## src/rtl/serial_tx_framer_if.sv

```systemverilog
// Word-transfer handshake between a word source and serial_tx_framer.
interface serial_tx_framer_if #(
  parameter int unsigned N = 8
) ();
  logic         tx_valid;
  logic [N-1:0] tx_data;
  logic         tx_ready;

  modport master (output tx_valid, output tx_data, input tx_ready);
  modport slave  (input tx_valid, input tx_data, output tx_ready);
endinterface

```

## src/rtl/serial_tx_framer.sv

```systemverilog
// Parallel-to-serial framer: start bit, N data bits LSB-first, optional even
// parity, stop bit; each bit held CLKS_PER_BIT clocks on a registered line.
module serial_tx_framer #(
  parameter int unsigned N            = 8,
  parameter int unsigned CLKS_PER_BIT = 4,
  parameter int unsigned PARITY_EN    = 1
) (
  input  logic                clk,
  input  logic                rst,
  serial_tx_framer_if.slave   tx_if,
  output logic                serial_out,
  output logic                busy,
  output logic                frame_done
);

  localparam int unsigned CW = (CLKS_PER_BIT > 1) ? $clog2(CLKS_PER_BIT) : 1;
  localparam int unsigned BW = $clog2(N);
  localparam logic [CW-1:0] C_LAST = CW'(CLKS_PER_BIT - 1);
  localparam logic [BW-1:0] B_LAST = BW'(N - 1);

  typedef enum logic [2:0] {
    S_IDLE, S_START, S_DATA, S_PARITY, S_STOP
  } state_t;

  state_t        r_state, w_state_nxt;
  logic [N-1:0]  r_shreg, w_shreg_nxt;
  logic          r_parity, w_parity_nxt;
  logic [CW-1:0] r_cnt, w_cnt_nxt;
  logic [BW-1:0] r_bit, w_bit_nxt;
  logic          w_tc, w_serial_nxt, w_done_nxt;
  logic          r_serial, r_busy, r_ready, r_done;

  assign w_tc           = (r_cnt == C_LAST);
  assign tx_if.tx_ready = r_ready;
  assign serial_out     = r_serial;
  assign busy           = r_busy;
  assign frame_done     = r_done;

  // Next-state, datapath and next line value; the line is registered from
  // the next state so each bit appears in the first cycle of its state.
  always_comb begin
    w_state_nxt  = r_state;
    w_shreg_nxt  = r_shreg;
    w_parity_nxt = r_parity;
    w_cnt_nxt    = r_cnt;
    w_bit_nxt    = r_bit;
    w_done_nxt   = 1'b0;
    w_serial_nxt = 1'b1;

    if (r_state != S_IDLE) begin
      w_cnt_nxt = w_tc ? '0 : r_cnt + CW'(1);
    end

    case (r_state)
      S_IDLE: begin
        if (tx_if.tx_valid) begin
          w_state_nxt  = S_START;
          w_shreg_nxt  = tx_if.tx_data;
          w_parity_nxt = ^tx_if.tx_data;
          w_cnt_nxt    = '0;
          w_bit_nxt    = '0;
        end
      end
      S_START: begin
        if (w_tc) w_state_nxt = S_DATA;
      end
      S_DATA: begin
        if (w_tc) begin
          w_shreg_nxt = r_shreg >> 1;
          if (r_bit == B_LAST) begin
            w_state_nxt = (PARITY_EN != 0) ? S_PARITY : S_STOP;
          end else begin
            w_bit_nxt = r_bit + BW'(1);
          end
        end
      end
      S_PARITY: begin
        if (w_tc) w_state_nxt = S_STOP;
      end
      S_STOP: begin
        if (w_tc) begin
          w_state_nxt = S_IDLE;
          w_done_nxt  = 1'b1;
        end
      end
      default: w_state_nxt = S_IDLE;
    endcase

    case (w_state_nxt)
      S_START:  w_serial_nxt = 1'b0;
      S_DATA:   w_serial_nxt = w_shreg_nxt[0];
      S_PARITY: w_serial_nxt = w_parity_nxt;
      default:  w_serial_nxt = 1'b1;
    endcase
  end

  // State and output registers; reset wins over a same-cycle handshake.
  always_ff @(posedge clk) begin
    if (rst) begin
      r_state  <= S_IDLE;
      r_shreg  <= '0;
      r_parity <= 1'b0;
      r_cnt    <= '0;
      r_bit    <= '0;
      r_serial <= 1'b1;
      r_busy   <= 1'b0;
      r_ready  <= 1'b1;
      r_done   <= 1'b0;
    end else begin
      r_state  <= w_state_nxt;
      r_shreg  <= w_shreg_nxt;
      r_parity <= w_parity_nxt;
      r_cnt    <= w_cnt_nxt;
      r_bit    <= w_bit_nxt;
      r_serial <= w_serial_nxt;
      r_busy   <= (w_state_nxt != S_IDLE);
      r_ready  <= (w_state_nxt == S_IDLE);
      r_done   <= w_done_nxt;
    end
  end

endmodule

```

## src/flat_wrapper.sv

```systemverilog
// flat-port wrapper written by rule: the top's interface ports become plain ports
module serial_tx_framer_flat 
#(
  parameter int unsigned N            = 8,
  parameter int unsigned CLKS_PER_BIT = 4,
  parameter int unsigned PARITY_EN    = 1
)
  (clk, rst, serial_out, busy, frame_done, tx_if_tx_valid, tx_if_tx_data, tx_if_tx_ready);
  serial_tx_framer_if #(.N(N)) tx_if_i ();
  input  logic clk;
  input  logic rst;
  output logic serial_out;
  output logic busy;
  output logic frame_done;
  input wire logic [$bits(tx_if_i.tx_valid)-1:0] tx_if_tx_valid;
  input wire logic [$bits(tx_if_i.tx_data)-1:0] tx_if_tx_data;
  output wire logic [$bits(tx_if_i.tx_ready)-1:0] tx_if_tx_ready;
  assign tx_if_i.tx_valid = tx_if_tx_valid;
  assign tx_if_i.tx_data = tx_if_tx_data;
  assign tx_if_tx_ready = tx_if_i.tx_ready;
  serial_tx_framer #(.N(N), .CLKS_PER_BIT(CLKS_PER_BIT), .PARITY_EN(PARITY_EN)) u_core (.clk(clk), .rst(rst), .tx_if(tx_if_i), .serial_out(serial_out), .busy(busy), .frame_done(frame_done));
endmodule
```

## config.mk

```make
export PLATFORM = sky130hd
export DESIGN_NAME = serial_tx_framer_flat
export DESIGN_NICKNAME = d
export VERILOG_FILES = /design/src/rtl/serial_tx_framer_if.sv /design/src/rtl/serial_tx_framer.sv /design/src/flat_wrapper.sv
export SDC_FILE = /design/constraint.sdc
export NUM_CORES = 1
export LEC_CHECK = 0
export BUFFER_PORTS_ARGS = -buffer_cell sky130_fd_sc_hd__buf_2
export CORE_ASPECT_RATIO = 0.75
export CORE_MARGIN = 1.5
export CORE_UTILIZATION = 25
export DETAILED_ROUTE_END_ITERATION = 16
export HOLD_SLACK_MARGIN = 0.1
export SYNTH_ARGS = -nofsm -noshare
export SYNTH_HDL_FRONTEND = slang
export SYNTH_SLANG_ARGS = --single-unit
```

## constraint.sdc

```tcl
create_clock -name clk -period 2.5 [get_ports clk]
set_input_delay 0.25 -clock clk [delete_from_list [all_inputs] [get_ports clk]]
set_output_delay 0.25 -clock clk [all_outputs]
set_load 0.02 [all_outputs]
```

==> metrics.txt <==
outcome finished, final reports clean; final wirelength 1913 um; register area share after synthesis about two fifths; VDD IR-drop max 0.1922 mV; layout cell share with drive strength beyond 1 19.13%; Placer Congestion around 0.75; Place WS around 0.67 ns; Worst Setup Slack, final 0.6437 ns; initial antenna violation count 0; Crit. path cell count 6; top-level port count 15; H-tree depth 1; Core Util, Final 30.35%; Hold Vio Cnt, Final 0; RSZ-0062 raised after global routing false; Max Clk Rate roughly 540 MHz; hold path cells 3; Post-synth EDFFs 0; worst-path fanout max 10; CP arrival 2.00 ns; CTS resizes 0; Setup Buffers After CTS 0; Synth Net Count 118; Layout Area Growth over Synthesis 12.75%; Final #Nets 130; Die W 76.43 um; Setup crit start kind register; Hold Crit Class in -> reg; Post-Syn Area about 1000 sq um; DRC 0; main flop type after synthesis dfxtp_1; die footprint approximately 4400 sq um; Fill cells ~430; largest net degree at the start of global routing 21; setup TNS 0 ns; Top delay family on crit path simple AND/OR/NAND/NOR gates; Die Y 58.07 um; RR Startpoint u_core.r_cnt[0]; ys async rst share 0%; Via density approximately 4.7; area leader, netlist dfxtp_1; LEAKAGE approximately 0.00045 uW; slowest stage delay, CP 0.36 ns; Slew HR a little over half; Final Max Slew Viols 0; Post-DRT Antenna Nets 0; flip-flop and latch area roughly 420 sq um; total gr overflow 0; WL per Instance between 10 and 15 um; Synth cell types 36; CTS sink cnt 21; syn_area_per_cell about 10 sq um; final cell count without fillers approximately 170; Final setup viols 0; Worst-Skew Late Latency 0.25 ns; Clock Pin Slew Worst Setup and Hold Paths 0.07 ns; first-pass GRT wire length 3111 um; Hold Startpoint tx_if_tx_data[7]; DR iter-0 viols 31; Clock Path Buffers 2; synth top area cells dfxtp_1 (42%), a22oi_1 (6.7%), xnor2_1 (6.1%), nor2_1 (4.1%), a21oi_1 (4.0%); drt pass-1 iters 4; HPWL Detailed ~1400 um; Req. time, crit path 2.64 ns; Tot GR Track Use 8.893%; endpoint class of the critical path register; Max Cap Viol 0; CTS tree built; area of the multi-input gates 524.3 sq um; Worst Hold Margin around 0.29 ns; core area about 3800 sq um; total CTS buffers 3; Critical path origin u_core.r_cnt[0]; crit path time final ~1.9 ns; # diodes 0; Vias between 700 and 800; Setup CP Type reg -> reg; vias in the first global route roughly 680; placed cell count between 150 and 200; clk_skew between 0.004 and 0.005 ns; number of buffers and inverters on the critical path 1; FF-to-FF path depth 6; Initial Util a little over a quarter; area share of the largest cell type after synthesis between 40% and 50%; worst-margin pin slew approximately 0.68 ns; FP Rows 19; synthesized netlist cell count 104; CTS Hold Buffers Added 0; CP max stage cell dfxtp_1; period utilization between 70% and 80%; Syn. warnings 0; number of port buffers 14; CP Cell Sequence ha_1, nor4bb_1, buf_4, nor2_2, a21o_1, o32a_1; #FFs+latches synth 21; P per Cell Area 585.4 nW/um^2; Root Buffer Master clkbuf_8
==> placed cells by master, fill, tap and decap left out, drive strengths merged, types with 2 or more instances in the layout <==
cell,count
dfxtp,21
buf,15
nor2,12
a22oi,9
a21oi,8
xnor2,7
nand2,6
clkbuf,4
nor3,3
nor2b,3
ha,3
inv,2
a31oi,2
==> cell families after synthesis <==
| kind of cell | after synthesis | share of synthesized area (%) |
|---|---|---|
| xor gates and xnor gates | 7 | 6.064 |
| DFF | 21 | 41.58 |
| adders and majority gates | 3 | 3.713 |
| AOI/OAI and AO/OA | 28 | 20.67 |
| muxes | 1 | 0.9901 |
| buffers and inverters | 10 | 6.560 |
| and+or+nand+nor | 34 | 20.42 |
==> report_power, final <==
group	switching, uW	internal [uW]
registers	10.0	351
logic	48.6	40.4
clock network	104	113
==> path summary, 6_finish.rpt <==
kind / to / slack (ns)
worst max-delay path: u_core.serial_out / 0.64
worst min-delay path: u_core.r_shreg[7] / 0.29
worst max register to register: u_core.serial_out / 0.64
worst min register to register: u_core.r_shreg[6] / 0.46
==> metal layers <==
| layer | vias to the layer above | routed length [um] | global-route usage, % | share of wire [%] |
|---|---|---|---|---|
| li1 | 394 | - | - | - |
| met1 | 365 | 1024 | 12.60 | 54 |
| met2 | 22 | 773 | 12.88 | 40 |
| met3 | 2 | 97 | 3.465 | 5.1 |
| met4 | 0 | 17 | 1.587 | 0.89 |
| met5 | - | 0 | 0 | 0 |
==> synth_stat cells, types with 2 or more instances <==
cell type / n
a21oi_1: 8
a22oi_1: 9
a31oi_1: 2
buf_2: 2
buf_6: 3
clkbuf_1: 2
dfxtp_1: 21
ha_1: 3
inv_1: 2
nand2_1: 6
nor2_1: 11
nor2b_1: 3
nor3_1: 3
xnor2_1: 7
==> stage by stage <==
step                      instance area [sq um]  power [uW]
final                                      1140       667.3
after CTS                                  1140       679.3
after global routing                       1140       704.2
after detailed placement                   1095       458.0
after floorplan                            1011       435.3
after global placement                     1095       455.0
==> worst min-delay path, delay by kind of cell <==
family	cells	cell delay, ns
buf+inv	1	0.10
compound gates	1	0.07
simple gates	1	0.09
==> state kept, by name (all words and copies together) (netlist names) <==
register	cells
u_core.r_parity	1
u_core.r_state	3
u_core.serial_out	1
u_core.r_cnt	2
u_core.r_bit	3
u_core.busy	1
u_core.frame_done	1
u_core.r_shreg	8
u_core.tx_if.tx_ready	1
==> area by class of cell <==
cell class,count,share of cell area (%)
well taps,52,5.708
inverters,2,0.6586
repair buffers,15,6.806
clock buffers,4,3.952
flip-flops and latches,21,36.88
multi-input cells,73,45.99
Note: power is estimated with default switching activity, not from simulation.
